<file path="src/rtl/spi_program_sender.sv">
// rtl/spi_program_sender.sv - SPI mode-0 master streaming a program image byte by byte
module spi_program_sender #(
    parameter int CLK_DIV         = 4,
    parameter int CS_SETUP_CYCLES = 2,
    parameter int CS_HOLD_CYCLES  = 2,
    parameter int LEN_WIDTH       = 32
) (
    input  logic                 clk,
    input  logic                 rst,
    input  logic                 start,
    input  logic [LEN_WIDTH-1:0] byte_count,
    output logic                 busy,
    output logic                 done,
    input  logic [7:0]           tx_data,
    input  logic                 tx_valid,
    output logic                 tx_ready,
    output logic [7:0]           rx_data,
    output logic                 rx_valid,
    output logic                 SCK,
    output logic                 CSn,
    output logic                 MOSI,
    input  logic                 MISO
);

    localparam int CW = 16;

    typedef enum logic [2:0] {
        IDLE,
        CS_SETUP,
        LOAD,
        SHIFT,
        CS_HOLD,
        FINISH
    } state_t;

    state_t               state, next_state;
    logic [LEN_WIDTH-1:0] remaining, next_remaining;
    logic [CW-1:0]        cnt, next_cnt;
    logic [2:0]           bit_idx, next_bit_idx;
    logic [7:0]           shreg, next_shreg;
    logic [7:0]           rxsh, next_rxsh;
    logic                 next_sck, next_csn, next_mosi, next_rx_valid;
    logic [7:0]           next_rx_data;

    always_comb begin
        next_state     = state;
        next_remaining = remaining;
        next_cnt       = cnt;
        next_bit_idx   = bit_idx;
        next_shreg     = shreg;
        next_rxsh      = rxsh;
        next_sck       = SCK;
        next_csn       = CSn;
        next_mosi      = MOSI;
        next_rx_data   = rx_data;
        next_rx_valid  = 1'b0;

        case (state)
            IDLE: begin
                if (start) begin
                    next_remaining = byte_count;
                    next_cnt       = '0;
                    if (byte_count == '0) begin
                        next_state = FINISH;
                    end else begin
                        next_csn   = 1'b0;
                        next_state = CS_SETUP;
                    end
                end
            end
            CS_SETUP: begin
                if (cnt == CW'(CS_SETUP_CYCLES - 1)) begin
                    next_state = LOAD;
                end else begin
                    next_cnt = cnt + CW'(1);
                end
            end
            LOAD: begin
                if (tx_valid && tx_ready) begin
                    next_shreg   = tx_data;
                    next_mosi    = tx_data[7];
                    next_cnt     = '0;
                    next_bit_idx = 3'd7;
                    next_state   = SHIFT;
                end
            end
            SHIFT: begin
                if (cnt != CW'(CLK_DIV - 1)) begin
                    next_cnt = cnt + CW'(1);
                end else begin
                    next_cnt = '0;
                    if (!SCK) begin
                        // MISO is captured on the same edge SCK is driven high
                        next_sck  = 1'b1;
                        next_rxsh = {rxsh[6:0], MISO};
                    end else begin
                        next_sck = 1'b0;
                        if (bit_idx == 3'd0) begin
                            next_rx_data   = rxsh;
                            next_rx_valid  = 1'b1;
                            next_remaining = remaining - LEN_WIDTH'(1);
                            next_state     = (remaining != LEN_WIDTH'(1)) ? LOAD : CS_HOLD;
                        end else begin
                            next_bit_idx = bit_idx - 3'd1;
                            next_shreg   = {shreg[6:0], 1'b0};
                            next_mosi    = shreg[6];
                        end
                    end
                end
            end
            CS_HOLD: begin
                if (cnt == CW'(CS_HOLD_CYCLES - 1)) begin
                    next_csn   = 1'b1;
                    next_state = FINISH;
                end else begin
                    next_cnt = cnt + CW'(1);
                end
            end
            FINISH: begin
                next_state = IDLE;
            end
            default: begin
                next_state = IDLE;
            end
        endcase
    end

    // Status outputs are decoded from the next state so they stay registered yet aligned
    always_ff @(posedge clk) begin
        if (rst) begin
            state     <= IDLE;
            remaining <= '0;
            cnt       <= '0;
            bit_idx   <= 3'd0;
            shreg     <= 8'h00;
            rxsh      <= 8'h00;
            SCK       <= 1'b0;
            CSn       <= 1'b1;
            MOSI      <= 1'b0;
            busy      <= 1'b0;
            done      <= 1'b0;
            tx_ready  <= 1'b0;
            rx_data   <= 8'h00;
            rx_valid  <= 1'b0;
        end else begin
            state     <= next_state;
            remaining <= next_remaining;
            cnt       <= next_cnt;
            bit_idx   <= next_bit_idx;
            shreg     <= next_shreg;
            rxsh      <= next_rxsh;
            SCK       <= next_sck;
            CSn       <= next_csn;
            MOSI      <= next_mosi;
            busy      <= (next_state != IDLE);
            done      <= (next_state == FINISH);
            tx_ready  <= (next_state == LOAD);
            rx_data   <= next_rx_data;
            rx_valid  <= next_rx_valid;
        end
    end

endmodule

</file>
<file path="config.mk">
export PLATFORM = sky130hd
export DESIGN_NAME = spi_program_sender
export DESIGN_NICKNAME = d
export VERILOG_FILES = /design/src/rtl/spi_program_sender.sv
export SDC_FILE = /design/constraint.sdc
export NUM_CORES = 1
export LEC_CHECK = 0
export ABC_AREA = 0
export CAP_MARGIN = 30
export CORE_MARGIN = 2
export CORE_UTILIZATION = 56
export CTS_CLUSTER_DIAMETER = 40
export DETAILED_ROUTE_END_ITERATION = 10
export PLACE_DENSITY = 0.86
export SLEW_MARGIN = 30
export SYNTH_ARGS = -nofsm -noshare
export SYNTH_HDL_FRONTEND = slang
export SYNTH_SLANG_ARGS = --single-unit
</file>
<file path="constraint.sdc">
create_clock -name clk -period 2.4 [get_ports clk]
set_input_delay 0.72 -clock clk [delete_from_list [all_inputs] [get_ports clk]]
set_output_delay 0.72 -clock clk [all_outputs]
set_load 0.005 [all_outputs]
</file>
==> summary.md, run 1 <==
| Metric | Value |
|---|---|
| Status | finished clean |
| DR vias/cell | 6.20 |
| VDD IR-drop max | 0.450 mV |
| Leak pwr | 1.98 nW |
| Prevailing post-synth register cell | dfxtp_1 |
| Post-synthesis net count | 627 |
| Hold slack | 0.486 ns |
| Worst Setup Start Kind | input port |
| Sequential share of the synthesized area | 36.2% |
| # Max-Cap Violations | 0 |
| Worst Setup SP | start |
| Synth Cell Area | 0.00464 mm² |
| Data required, critical path | 2.66 ns |
| Reg2reg start | cnt[10] |
| Fin. Hold Viols | 0 |
| First-pass GRT wire length | 19,500 µm |
| Top cells by area, synth | dfxtp_1 36%, nor2_1 5.8%, nand2_1 4.8% |
| Dpl hpwl | 8610 µm |
| Yosys reg bits | 84 |
| GR Overflow Total | 0 |
| Port buffer count | 59 |
| Initial antenna violation count | 0 |
| GP Congestion | 0.902 |
| Htree depth | 3 |
| EDFF count, synth | 0 |
| Layout area overhead | 24.0% |
| Largest net degree at the start of global routing | 66 |
| Total wire length | 12,500 µm |
| Clock slew at reported path FFs | 0.09 ns |
| CTS tree | built |
| Syn. warnings | 0 |
| Sum of negative setup slack | 0 ns |
| Clk root buf | clkbuf_8 |
| Crit end category | flop |
| CTS sink count | 84 |
| Post-route insts no fill | 759 |
| Post-Syn Area per Cell | 8.06 µm² |
| Row cnt | 33 |
| Iter 0 DRT Violations | 306 |
| Total GRT Usage | 26.7% |
| Pwr/cell area | 573 mW/mm² |
| Crit-path max FO | 4 |
| Core Region | 0.00813 mm² |
| Hold Buf Count CTS | 0 |
| Wirelength per Cell | 16.4 µm |
| IO Pins | 60 |
| Placed cells | 742 |
| Cell variety after synth | 67 |
| Cell count after synthesis | 576 |
| Final ANT Viol Nets | 0 |
| Tcrit/Tclk final | 99.5% |
| Asr flop ratio synth | 0% |
| Setup violations, final | 0 |
| Via Count | 4,703 |
| CP Class | in2reg |
| Post-synth top area cell | dfxtp_1 |
| Die ar. | 0.00903 mm² |
| Minimum clock period | 2.39 ns |
| Diode count | 0 |
| Worst Tran Pin Value | 0.589 ns |
| DR pass1 iterations | 5 |
| Die Ht | 95.0 µm |
| Worst Path Arrival | 2.64 ns |
| Min-delay worst type | reg2reg |
| Slew HR | 60.4% |
| # Post-CTS Setup Buffers | 0 |
| Die width | 95.0 µm |
| Clock latency on the worst-skew pair | 0.36 ns |
| Initial core utilization | 57.1% |
| NumNets Final | 700 |
| Hold Path Origin | shreg[4] |
| Top cell type's share of synthesized area | 36.2% |
| Fraction of layout cells with a size suffix above 1 | 13.8% |
| Total CTS buffers | 9 |
| Vias in the first global route | 4,414 |
| Max-slew violations | 0 |
| FMAX | 0.419 GHz |
| Clk buf depth | 2 |
| Drc violations | 0 |
| Clock skew | 0.0196 ns |
[synth_stat cells (9+ instances only)]
cell,instances
o21ai_1,9
nand4_1,10
nand3_1,17
mux2i_1,16
nor4_1,20
a22oi_1,11
nor3_1,31
clkbuf_1,17
dfxtp_1,84
inv_1,16
o31ai_1,9
nand2_1,59
xnor2_1,11
o21ai_0,32
nor2_1,72
a21oi_1,26
[worst max-delay path: stages]
cell and delay [ns]:
clkdlybuf4s50_1 0.49, or3b_4 0.41, buf_4 0.15, or2_2 0.29
buf_4 0.15, o211ai_1 0.10, nor3b_2 0.10, nor3_1 0.22
[what timing repair did]
| item | CTS | global route |
|---|---|---|
| resized for setup | 1 | 4 |
| endpoints found under the setup margin | 1 | 22 |
| cloned | 0 | 1 |
| pin swaps | 0 | 1 |
[cells in the final DEF, fill, tap and decap left out, types with 7 or more instances in the layout]
cell type        instances
dfxtp_1                 84
o21ai_1                  8
nor2_1                  71
nand2_1                 59
inv_1                   16
mux2i_1                 16
a211oi_1                 8
nand4_1                 10
nor4_1                  20
nor3_1                  30
clkbuf_8                11
o31ai_1                  9
a311oi_1                 7
clkdlybuf4s50_1         58
xnor2_1                 11
o21ai_0                 32
a21oi_1                 26
a22oi_1                 11
buf_4                   32
nand3_1                 17
a31oi_1                  7
[through the flow]
| stage | setup WS, ns | cell area (µm²) | utilization [%] | total power [mW] |
|---|---|---|---|---|
| after floorplan | 0.210 | 4640 | - | 1.97 |
| final | 0.0109 | 5760 | 70.8 | 3.30 |
| after detailed placement | -0.366 | 5490 | 67.5 | 2.23 |
| after global placement | -0.307 | 5490 | 67.5 | 2.21 |
| after global routing | -0.0346 | 5760 | 70.8 | 3.43 |
| after CTS | 0.0220 | 5710 | 70.2 | 3.27 |
[registers in the layout (all words and copies together) (netlist names), 3 cells and up]
register / count
bit_idx: 3
cnt: 16
remaining: 32
rx_data: 8
rxsh: 8
shreg: 7
state: 3
[logic make-up (layout without fill, tap and decap cells)]
| logic type | after synthesis | in the layout | synth area share, % |
|---|---|---|---|
| compound gates | 145 | 145 | 21.4 |
| buf+inv | 50 | 128 | 5.31 |
| flops | 84 | 84 | 36.2 |
| simple gates | 262 | 262 | 29.5 |
| fa+ha+maj | 6 | 6 | 1.62 |
| mux | 16 | 16 | 3.45 |
| xor+xnor | 13 | 13 | 2.45 |
[per-layer routing]
| layer | vias to the layer above | routed length (µm) | GRT usage (%) |
|---|---|---|---|
| met5 | - | 0 | 0 |
| met4 | 0 | 390 | 11.6 |
| met3 | 36 | 926 | 4.98 |
| met2 | 196 | 6020 | 46.1 |
| met1 | 2208 | 5140 | 32.4 |
| li1 | 2263 | - | - |
[where the power goes]
group	leakage, nW	total (mW)	internal (mW)	switching (mW)
registers	0.683	1.52	1.45	0.0739
clock network	0.110	1.06	0.540	0.519
logic	1.19	0.714	0.334	0.381
[final cells by class]
class	count	area, µm²
Multi-Input combinational cell	442	2740
Fill cell	619	2380
Sequential cell	84	1680
Timing Repair Buffer	96	931
Clock buffer	11	151
Tap cell	105	131
Inverter	16	60.1
Clock inverter	5	57.6
[path summary, 6_finish.rpt]
check / slack [ns] / depth (start not counted) / end
worst min-delay path: 0.49 / 2 / shreg[5]
worst max register to register: 0.15 / 7 / remaining[4]
worst min register to register: 0.49 / 2 / shreg[5]
worst max-delay path: 0.01 / 8 / done
Power figures use the tool's default switching activity.
==> inputs of run 2 (changes only) <==
--- a/config.mk
+++ b/config.mk
@@ -5,7 +5,6 @@
 export SDC_FILE = /design/constraint.sdc
 export NUM_CORES = 1
 export LEC_CHECK = 0
-export ABC_AREA = 0
 export CAP_MARGIN = 30
 export CORE_MARGIN = 2
 export CORE_UTILIZATION = 56
==> results of run 2 <==
Final layout, timing and power as in run 1 (identical DEF).
